**src/rtl/membrane_keypad_emulator_pkg.sv**
```systemverilog
// Purpose: key codes, FSM states and key-to-matrix mapping for the keypad emulator.
// Latency: combinational helpers only.
// Backpressure: n/a.
package safe_pkg;

    localparam logic [3:0] KEY_STAR = 4'd10;
    localparam logic [3:0] KEY_HASH = 4'd11;

    typedef enum logic [1:0] {
        IDLE  = 2'd0,
        PRESS = 2'd1,
        GAP   = 2'd2
    } state_t;

    // d selects the scanner drive line, s the sense line the switch connects to
    typedef struct packed {
        logic       valid;
        logic [1:0] d;
        logic [1:0] s;
    } key_map_t;

    function automatic key_map_t map_key(input logic [3:0] code);
        key_map_t m;
        m = '{valid: 1'b0, d: 2'd0, s: 2'd0};
        case (code)
            4'd1:     m = '{valid: 1'b1, d: 2'd0, s: 2'd0};
            4'd2:     m = '{valid: 1'b1, d: 2'd1, s: 2'd0};
            4'd3:     m = '{valid: 1'b1, d: 2'd2, s: 2'd0};
            4'd4:     m = '{valid: 1'b1, d: 2'd0, s: 2'd1};
            4'd5:     m = '{valid: 1'b1, d: 2'd1, s: 2'd1};
            4'd6:     m = '{valid: 1'b1, d: 2'd2, s: 2'd1};
            4'd7:     m = '{valid: 1'b1, d: 2'd0, s: 2'd2};
            4'd8:     m = '{valid: 1'b1, d: 2'd1, s: 2'd2};
            4'd9:     m = '{valid: 1'b1, d: 2'd2, s: 2'd2};
            4'd0:     m = '{valid: 1'b1, d: 2'd1, s: 2'd3};
            KEY_STAR: m = '{valid: 1'b1, d: 2'd0, s: 2'd3};
            KEY_HASH: m = '{valid: 1'b1, d: 2'd2, s: 2'd3};
            default:  m = '{valid: 1'b0, d: 2'd0, s: 2'd0};
        endcase
        return m;
    endfunction

endpackage

```
**src/rtl/membrane_keypad_emulator_if.sv**
```systemverilog
// Purpose: key-press request channel (valid/ready plus 4-bit key code).
// Latency: wires only.
// Backpressure: key_ready low while a press or gap is running.
interface membrane_keypad_emulator_if;
    logic       key_valid;
    logic [3:0] key_code;
    logic       key_ready;

    modport master (output key_valid, output key_code, input key_ready);
    modport slave  (input key_valid, input key_code, output key_ready);
endinterface

```
**src/rtl/membrane_keypad_emulator_bounce_lfsr.sv**
```systemverilog
// Purpose: free-running 16-bit Galois LFSR (taps 16,14,13,11) supplying contact chatter; built only with KEYPAD_BOUNCE_EN.
// Latency: new bit every clk.
// Backpressure: none.
`ifdef KEYPAD_BOUNCE_EN
module bounce_lfsr (
    input  logic clk,
    input  logic rst_n,
    output logic chatter
);

    logic [15:0] lfsr_q;

    always_ff @(posedge clk or negedge rst_n) begin
        if (!rst_n) begin
            lfsr_q <= 16'hACE1;
        end else begin
            lfsr_q <= {1'b0, lfsr_q[15:1]} ^ (lfsr_q[0] ? 16'hB400 : 16'h0000);
        end
    end

    assign chatter = lfsr_q[0];

endmodule
`endif

```
**src/rtl/membrane_keypad_emulator.sv**
```systemverilog
// Purpose: 4x3 membrane keypad model; holds a requested key for HOLD_CYCLES then releases for GAP_CYCLES (KEYPAD_BOUNCE_EN adds contact chatter).
// Latency: sense follows drive one clk later; request to next ready is HOLD_CYCLES + GAP_CYCLES clks.
// Backpressure: key_ready only in IDLE; requests during press/gap wait.
module membrane_keypad_emulator
    import safe_pkg::*;
#(
    parameter int HOLD_CYCLES = 4096,
    parameter int GAP_CYCLES  = 4096,
    parameter int CNT_W       = 16
) (
    input  logic                        clk,
    input  logic                        rst_n,
    membrane_keypad_emulator_if.slave   key_if,
    input  logic [2:0]                  drive,
    output logic [3:0]                  sense,
    output logic                        busy,
    output logic                        done,
    output logic                        err
);

    localparam logic [CNT_W-1:0] HOLD_LD = CNT_W'(HOLD_CYCLES - 1);
    localparam logic [CNT_W-1:0] GAP_LD  = CNT_W'(GAP_CYCLES - 1);
    localparam logic [CNT_W-1:0] CNT_ONE = CNT_W'(1);

    state_t           state_q, state_nxt;
    logic [CNT_W-1:0] cnt_q, cnt_nxt;
    logic [1:0]       d_q, d_nxt, s_q, s_nxt;
    logic [3:0]       sense_nxt;
    logic             done_nxt, err_nxt;
    logic             ready, xfer;
    logic             contact, chatter_win;
    key_map_t         req_map;

    assign req_map          = map_key(key_if.key_code);
    assign ready            = (state_q == IDLE);
    assign key_if.key_ready = ready;
    assign xfer             = key_if.key_valid && ready;
    assign busy             = (state_q != IDLE);

`ifdef KEYPAD_BOUNCE_EN
    logic       chatter;
    logic [3:0] age_q;

    bounce_lfsr u_bounce_lfsr (
        .clk     (clk),
        .rst_n   (rst_n),
        .chatter (chatter)
    );

    // Cycles spent in the current phase, saturating once the chatter window is over
    always_ff @(posedge clk or negedge rst_n) begin
        if (!rst_n) begin
            age_q <= '0;
        end else if (state_nxt != state_q) begin
            age_q <= '0;
        end else if (age_q != 4'd8) begin
            age_q <= age_q + 4'd1;
        end
    end

    assign chatter_win = (state_q != IDLE) && (age_q < 4'd8);
    assign contact     = drive[d_q] & (chatter_win ? chatter : 1'b1);
`else
    assign chatter_win = 1'b0;
    assign contact     = drive[d_q];
`endif

    always_ff @(posedge clk or negedge rst_n) begin
        if (!rst_n) begin
            state_q <= IDLE;
            cnt_q   <= '0;
            d_q     <= '0;
            s_q     <= '0;
            sense   <= '0;
            done    <= 1'b0;
            err     <= 1'b0;
        end else begin
            state_q <= state_nxt;
            cnt_q   <= cnt_nxt;
            d_q     <= d_nxt;
            s_q     <= s_nxt;
            sense   <= sense_nxt;
            done    <= done_nxt;
            err     <= err_nxt;
        end
    end

    always_comb begin
        state_nxt = state_q;
        cnt_nxt   = cnt_q;
        d_nxt     = d_q;
        s_nxt     = s_q;
        sense_nxt = '0;
        done_nxt  = 1'b0;
        err_nxt   = 1'b0;
        case (state_q)
            IDLE: begin
                if (xfer) begin
                    if (req_map.valid) begin
                        state_nxt = PRESS;
                        cnt_nxt   = HOLD_LD;
                        d_nxt     = req_map.d;
                        s_nxt     = req_map.s;
                    end else begin
                        err_nxt = 1'b1;
                    end
                end
            end
            PRESS: begin
                // Only the latched drive line reaches the sense line: no ghosting
                sense_nxt[s_q] = contact;
                if (cnt_q == '0) begin
                    state_nxt = GAP;
                    cnt_nxt   = GAP_LD;
                end else begin
                    cnt_nxt = cnt_q - CNT_ONE;
                end
            end
            GAP: begin
                sense_nxt[s_q] = contact & chatter_win;
                if (cnt_q == '0) begin
                    state_nxt = IDLE;
                    done_nxt  = 1'b1;
                end else begin
                    cnt_nxt = cnt_q - CNT_ONE;
                end
            end
            default: state_nxt = IDLE;
        endcase
    end

endmodule

```
**src/flat_wrapper.sv**
```systemverilog
// flat-port wrapper written by rule: the top's interface ports become plain ports
module membrane_keypad_emulator_flat import safe_pkg::*;
#(
    parameter int HOLD_CYCLES = 4096,
    parameter int GAP_CYCLES  = 4096,
    parameter int CNT_W       = 16
)
  (clk, rst_n, drive, sense, busy, done, err, key_if_key_valid, key_if_key_code, key_if_key_ready);
  membrane_keypad_emulator_if key_if_i ();
  input  logic clk;
  input  logic rst_n;
  input  logic [2:0] drive;
  output logic [3:0] sense;
  output logic busy;
  output logic done;
  output logic err;
  input wire logic [$bits(key_if_i.key_valid)-1:0] key_if_key_valid;
  input wire logic [$bits(key_if_i.key_code)-1:0] key_if_key_code;
  output wire logic [$bits(key_if_i.key_ready)-1:0] key_if_key_ready;
  assign key_if_i.key_valid = key_if_key_valid;
  assign key_if_i.key_code = key_if_key_code;
  assign key_if_key_ready = key_if_i.key_ready;
  membrane_keypad_emulator #(.HOLD_CYCLES(HOLD_CYCLES), .GAP_CYCLES(GAP_CYCLES), .CNT_W(CNT_W)) u_core (.clk(clk), .rst_n(rst_n), .key_if(key_if_i), .drive(drive), .sense(sense), .busy(busy), .done(done), .err(err));
endmodule
```
**config.mk**
```make
export PLATFORM = sky130hd
export DESIGN_NAME = membrane_keypad_emulator_flat
export DESIGN_NICKNAME = d
export VERILOG_FILES = /design/src/rtl/membrane_keypad_emulator_pkg.sv /design/src/rtl/membrane_keypad_emulator_if.sv /design/src/rtl/membrane_keypad_emulator_bounce_lfsr.sv /design/src/rtl/membrane_keypad_emulator.sv /design/src/flat_wrapper.sv
export SDC_FILE = /design/constraint.sdc
export NUM_CORES = 1
export LEC_CHECK = 0
export ABC_AREA = 1
export CORE_UTILIZATION = 56
export CTS_BUF_LIST = sky130_fd_sc_hd__clkbuf_16
export DETAILED_ROUTE_END_ITERATION = 10
export GPL_ROUTABILITY_DRIVEN = 1
export GPL_TIMING_DRIVEN = 1
export HOLD_SLACK_MARGIN = 0.06
export PLACE_DENSITY_LB_ADDON = 0.12
export SLEW_MARGIN = 20
export SYNTH_ARGS = -nofsm -noshare
export SYNTH_HDL_FRONTEND = slang
export SYNTH_HIERARCHICAL = 1
export SYNTH_SLANG_ARGS = --single-unit
export TNS_END_PERCENT = 20
```
**constraint.sdc**
```tcl
create_clock -name clk -period 1.8 [get_ports clk]
set_clock_uncertainty 0.05 [all_clocks]
set_input_delay 0.36 -clock clk [delete_from_list [all_inputs] [get_ports clk]]
set_output_delay 0.36 -clock clk [all_outputs]
set_load 0.03 [all_outputs]
```
==> metrics.md <==
| Metric | Value |
|---|---|
| Cell taking the most area after synthesis | dfrtp_1 |
| Core ar. | 0.003028 mm^2 |
| Worst path arrival time | 1.81 ns |
| Setup slack after placement | -0.07141 ns |
| Peak Freq | 0.5806 GHz |
| Cell with the most instances after synthesis | nand2_1 |
| Clock root cell | clkbuf_16 |
| Longest Clk Path Bufs | 2 |
| Syn_area_per_cell | 7.001 um^2 |
| Detailed Route WL | 3885 um |
| First DRT Iteration DRCs | 85 |
| Hpwl dp | 2809 um |
| Crit path max fanout | 5 |
| Non-Filler Instances | 327 |
| Total of max-cap violations | 0 |
| Async S/R FF share, synth | 100.0% |
| Synth warn | 6 |
| Setup violators final | 0 |
| Grt total ovfl | 0 |
| RSZ-0062 raised after global routing | no |
| Worst Slack Setup Final | 0.07751 ns |
| Number of diodes | 0 |
| Fin area | 0.002167 mm^2 |
| Post-synth EDFFs | 0 |
| Area grow syn2layout | 22.84% |
| Placed cells | 323 |
| Pwr dens | 1608 mW/mm^2 |
| Cell chain of the critical path | inv_2 > ha_1 > inv_1 > nor2_1 > nand2_1 > nor2_4 > nand3_1 > buf_4 > nand3_1 > o21ai_0 > nand2_1 |
| Dpl cell area | 0.002057 mm^2 |
| Largest net degree at the start of global routing | 29 |
| Commonest cells in the netlist | 77 x nand2_1, 36 x nor2_1, 31 x inv_1 |
| Slew @ Worst Pin | 0.3974 ns |
| Synthesized area | 0.001764 mm^2 |
| Final Max Tran Viols | 0 |
| Crit path largest cell delay | 0.38 ns |
| Total GRT Usage | 24.85% |
| # rows | 20 |
| Seq cells post-synth | 28 |
| Total power | 3.486 mW |
| Gate Count Post-Synth | 252 |
| Count of cell types in the netlist | 26 |
| Initial antenna violation count | 0 |
| Die Wd | 58.13 um |
| Layout cell share with drive strength beyond 1 | 10.25% |
| CP Data Required Time | 1.89 ns |
| Final period utilization | 95.69% |
| Area share of the largest cell type after synthesis | 39.72% |
| Clock sink count | 28 |
| WS Path Type | reg -> reg |
| Final Hold Viols | 0 |
| Core Util, Final | 71.57% |
| Sequential fraction of the synthesis area | 39.72% |
| Syn_nets | 268 |
| Vias | 1,676 |
| Setup TNS | 0 ns |
| Die area | 0.003379 mm^2 |
| CTS Buf Count | 3 |
| Die span in y | 58.13 um |
| DR pass1 iterations | 5 |
| Static Leak | 1.108 nW |
| FILL cells | 243 |
| Smallest hold slack | 0.4231 ns |
| Nets | 301 |
| Hold/Removal Path Class | in -> async |
| # H-tree levels | 1 |
| Gpl congestion | 0.9546 |
| Via density | 5.125 |
| First-pass GRT wire length | 6444 um |
| Initial core utilization | 58.26% |
| CP startpoint kind | flip-flop |
| CTS tree | yes |
| Clk slew on worst S/H paths | 0.06 ns |
| Worst vdd ir | 0.8638 mV |
| Number of global-route vias before repair | 1,481 |
| DR WL/cell | 11.88 um |
| DRT antenna net count | 0 |
| Worst R2R Path Depth | 11 |
| Top cells by area, synth | dfrtp_1 40%, nand2_1 16%, nor2_1 7.7%, inv_1 6.6%, o21ai_0 5.7% |
| CP bufs+invs | 3 |
| Clk_lat worst skew | 0.26 ns |
| Main synth FF type | dfrtp_1 |
| PortBufs | 17 |
| Headroom to the max-slew limit | 73.41% |
| Outcome | finished clean |
| Largest delay share family, worst path | simple AND/OR/NAND/NOR gates |
| Crit. path cell count | 11 |
| Final min period | 1.722 ns |
| # DRC | 0 |
| CP endpoint kind | flip-flop |
| # IOs | 18 |
| Crit-path slowest cell | dfrtp_1 |
[flip-flops by register name, indices dropped and copies added, names as in the netlist]
name and cells:
u_core/d_q 2, u_core/done 1, u_core/cnt_q 16, u_core/s_q 2
u_core/err 1, u_core/sense 4, u_core/state_q 2
[worst reg2reg max path, cell delays in order, from the launching register on]
cell,delay (ns)
dfrtp_1,0.38
inv_2,0.07
ha_1,0.19
inv_1,0.09
nor2_1,0.04
nand2_1,0.10
nor2_4,0.06
nand3_1,0.10
buf_4,0.15
nand3_1,0.07
o21ai_0,0.21
nand2_1,0.09
[placed cells by master (no fill, tap or decap), types with 2 or more instances in the layout]
cell type	n
dfrtp_1	28
ha_1	5
o21ai_0	19
inv_1	29
clkdlybuf4s50_1	15
clkbuf_16	3
nor2_2	2
nand3_1	19
nand4_1	2
nand3b_1	2
buf_4	14
nor2_1	36
inv_2	2
a21oi_1	9
nor2_4	3
xor2_1	4
nand2_1	76
[cell families after synthesis]
kind of cell | synth area share [%]
AOI/OAI and AO/OA | 10.78
adders and majority gates | 4.255
buffers and inverters | 8.227
and+or+nand+nor | 35.04
DFF | 39.72
xor gates and xnor gates | 1.986
[layer usage]
layer  share of wire (%)  vias to the layer above  global-route usage (%)
met5                   0                        -                       0
met4                 1.3                        0                   10.54
met3                 7.5                        6                   4.018
met2                  44                       65                   38.59
met1                  47                      737                   34.37
li1                    -                      868                       -
[report_power, final]
| group | internal (mW) | leakage (nW) | total [mW] | switching [mW] |
|---|---|---|---|---|
| logic | 0.690 | 0.720 | 1.90 | 1.21 |
| registers | 0.866 | 0.350 | 1.09 | 0.220 |
| clock network | 0.295 | 0.0370 | 0.497 | 0.203 |
| total | 1.85 | 1.11 | 3.49 | 1.64 |
[cell type report]
type	count	area, um^2	share of cell area, %
Clock buffer	3	75.07	3.464
Sequential cell	28	700.7	32.33
Timing Repair Buffer	30	264.0	12.18
Tap cell	44	55.05	2.540
Inverter	32	122.6	5.658
Multi-Input combinational cell	190	949.7	43.82
[worst paths after layout]
| check | startpoint | to | slack (ns) |
|---|---|---|---|
| min reg2reg | u_core/s_q[0] | u_core/sense[2] | 0.43 |
| max reg2reg | u_core/cnt_q[0] | u_core/cnt_q[11] | 0.08 |
| max in group asynchronous | rst_n | u_core/done | 1.02 |
| min | rst_n | u_core/sense[0] | 0.42 |
| max | u_core/cnt_q[0] | u_core/cnt_q[11] | 0.08 |
| min in group clk | u_core/s_q[0] | u_core/sense[2] | 0.43 |
[repair_timing]
action,4_1_cts,5_1_grt
buffers inserted,0,1
pin swaps,0,3
endpoints found under the setup margin,1,15
hold buffers,0,0
gates resized for setup,1,8
Note: power is estimated with default switching activity, not from simulation.
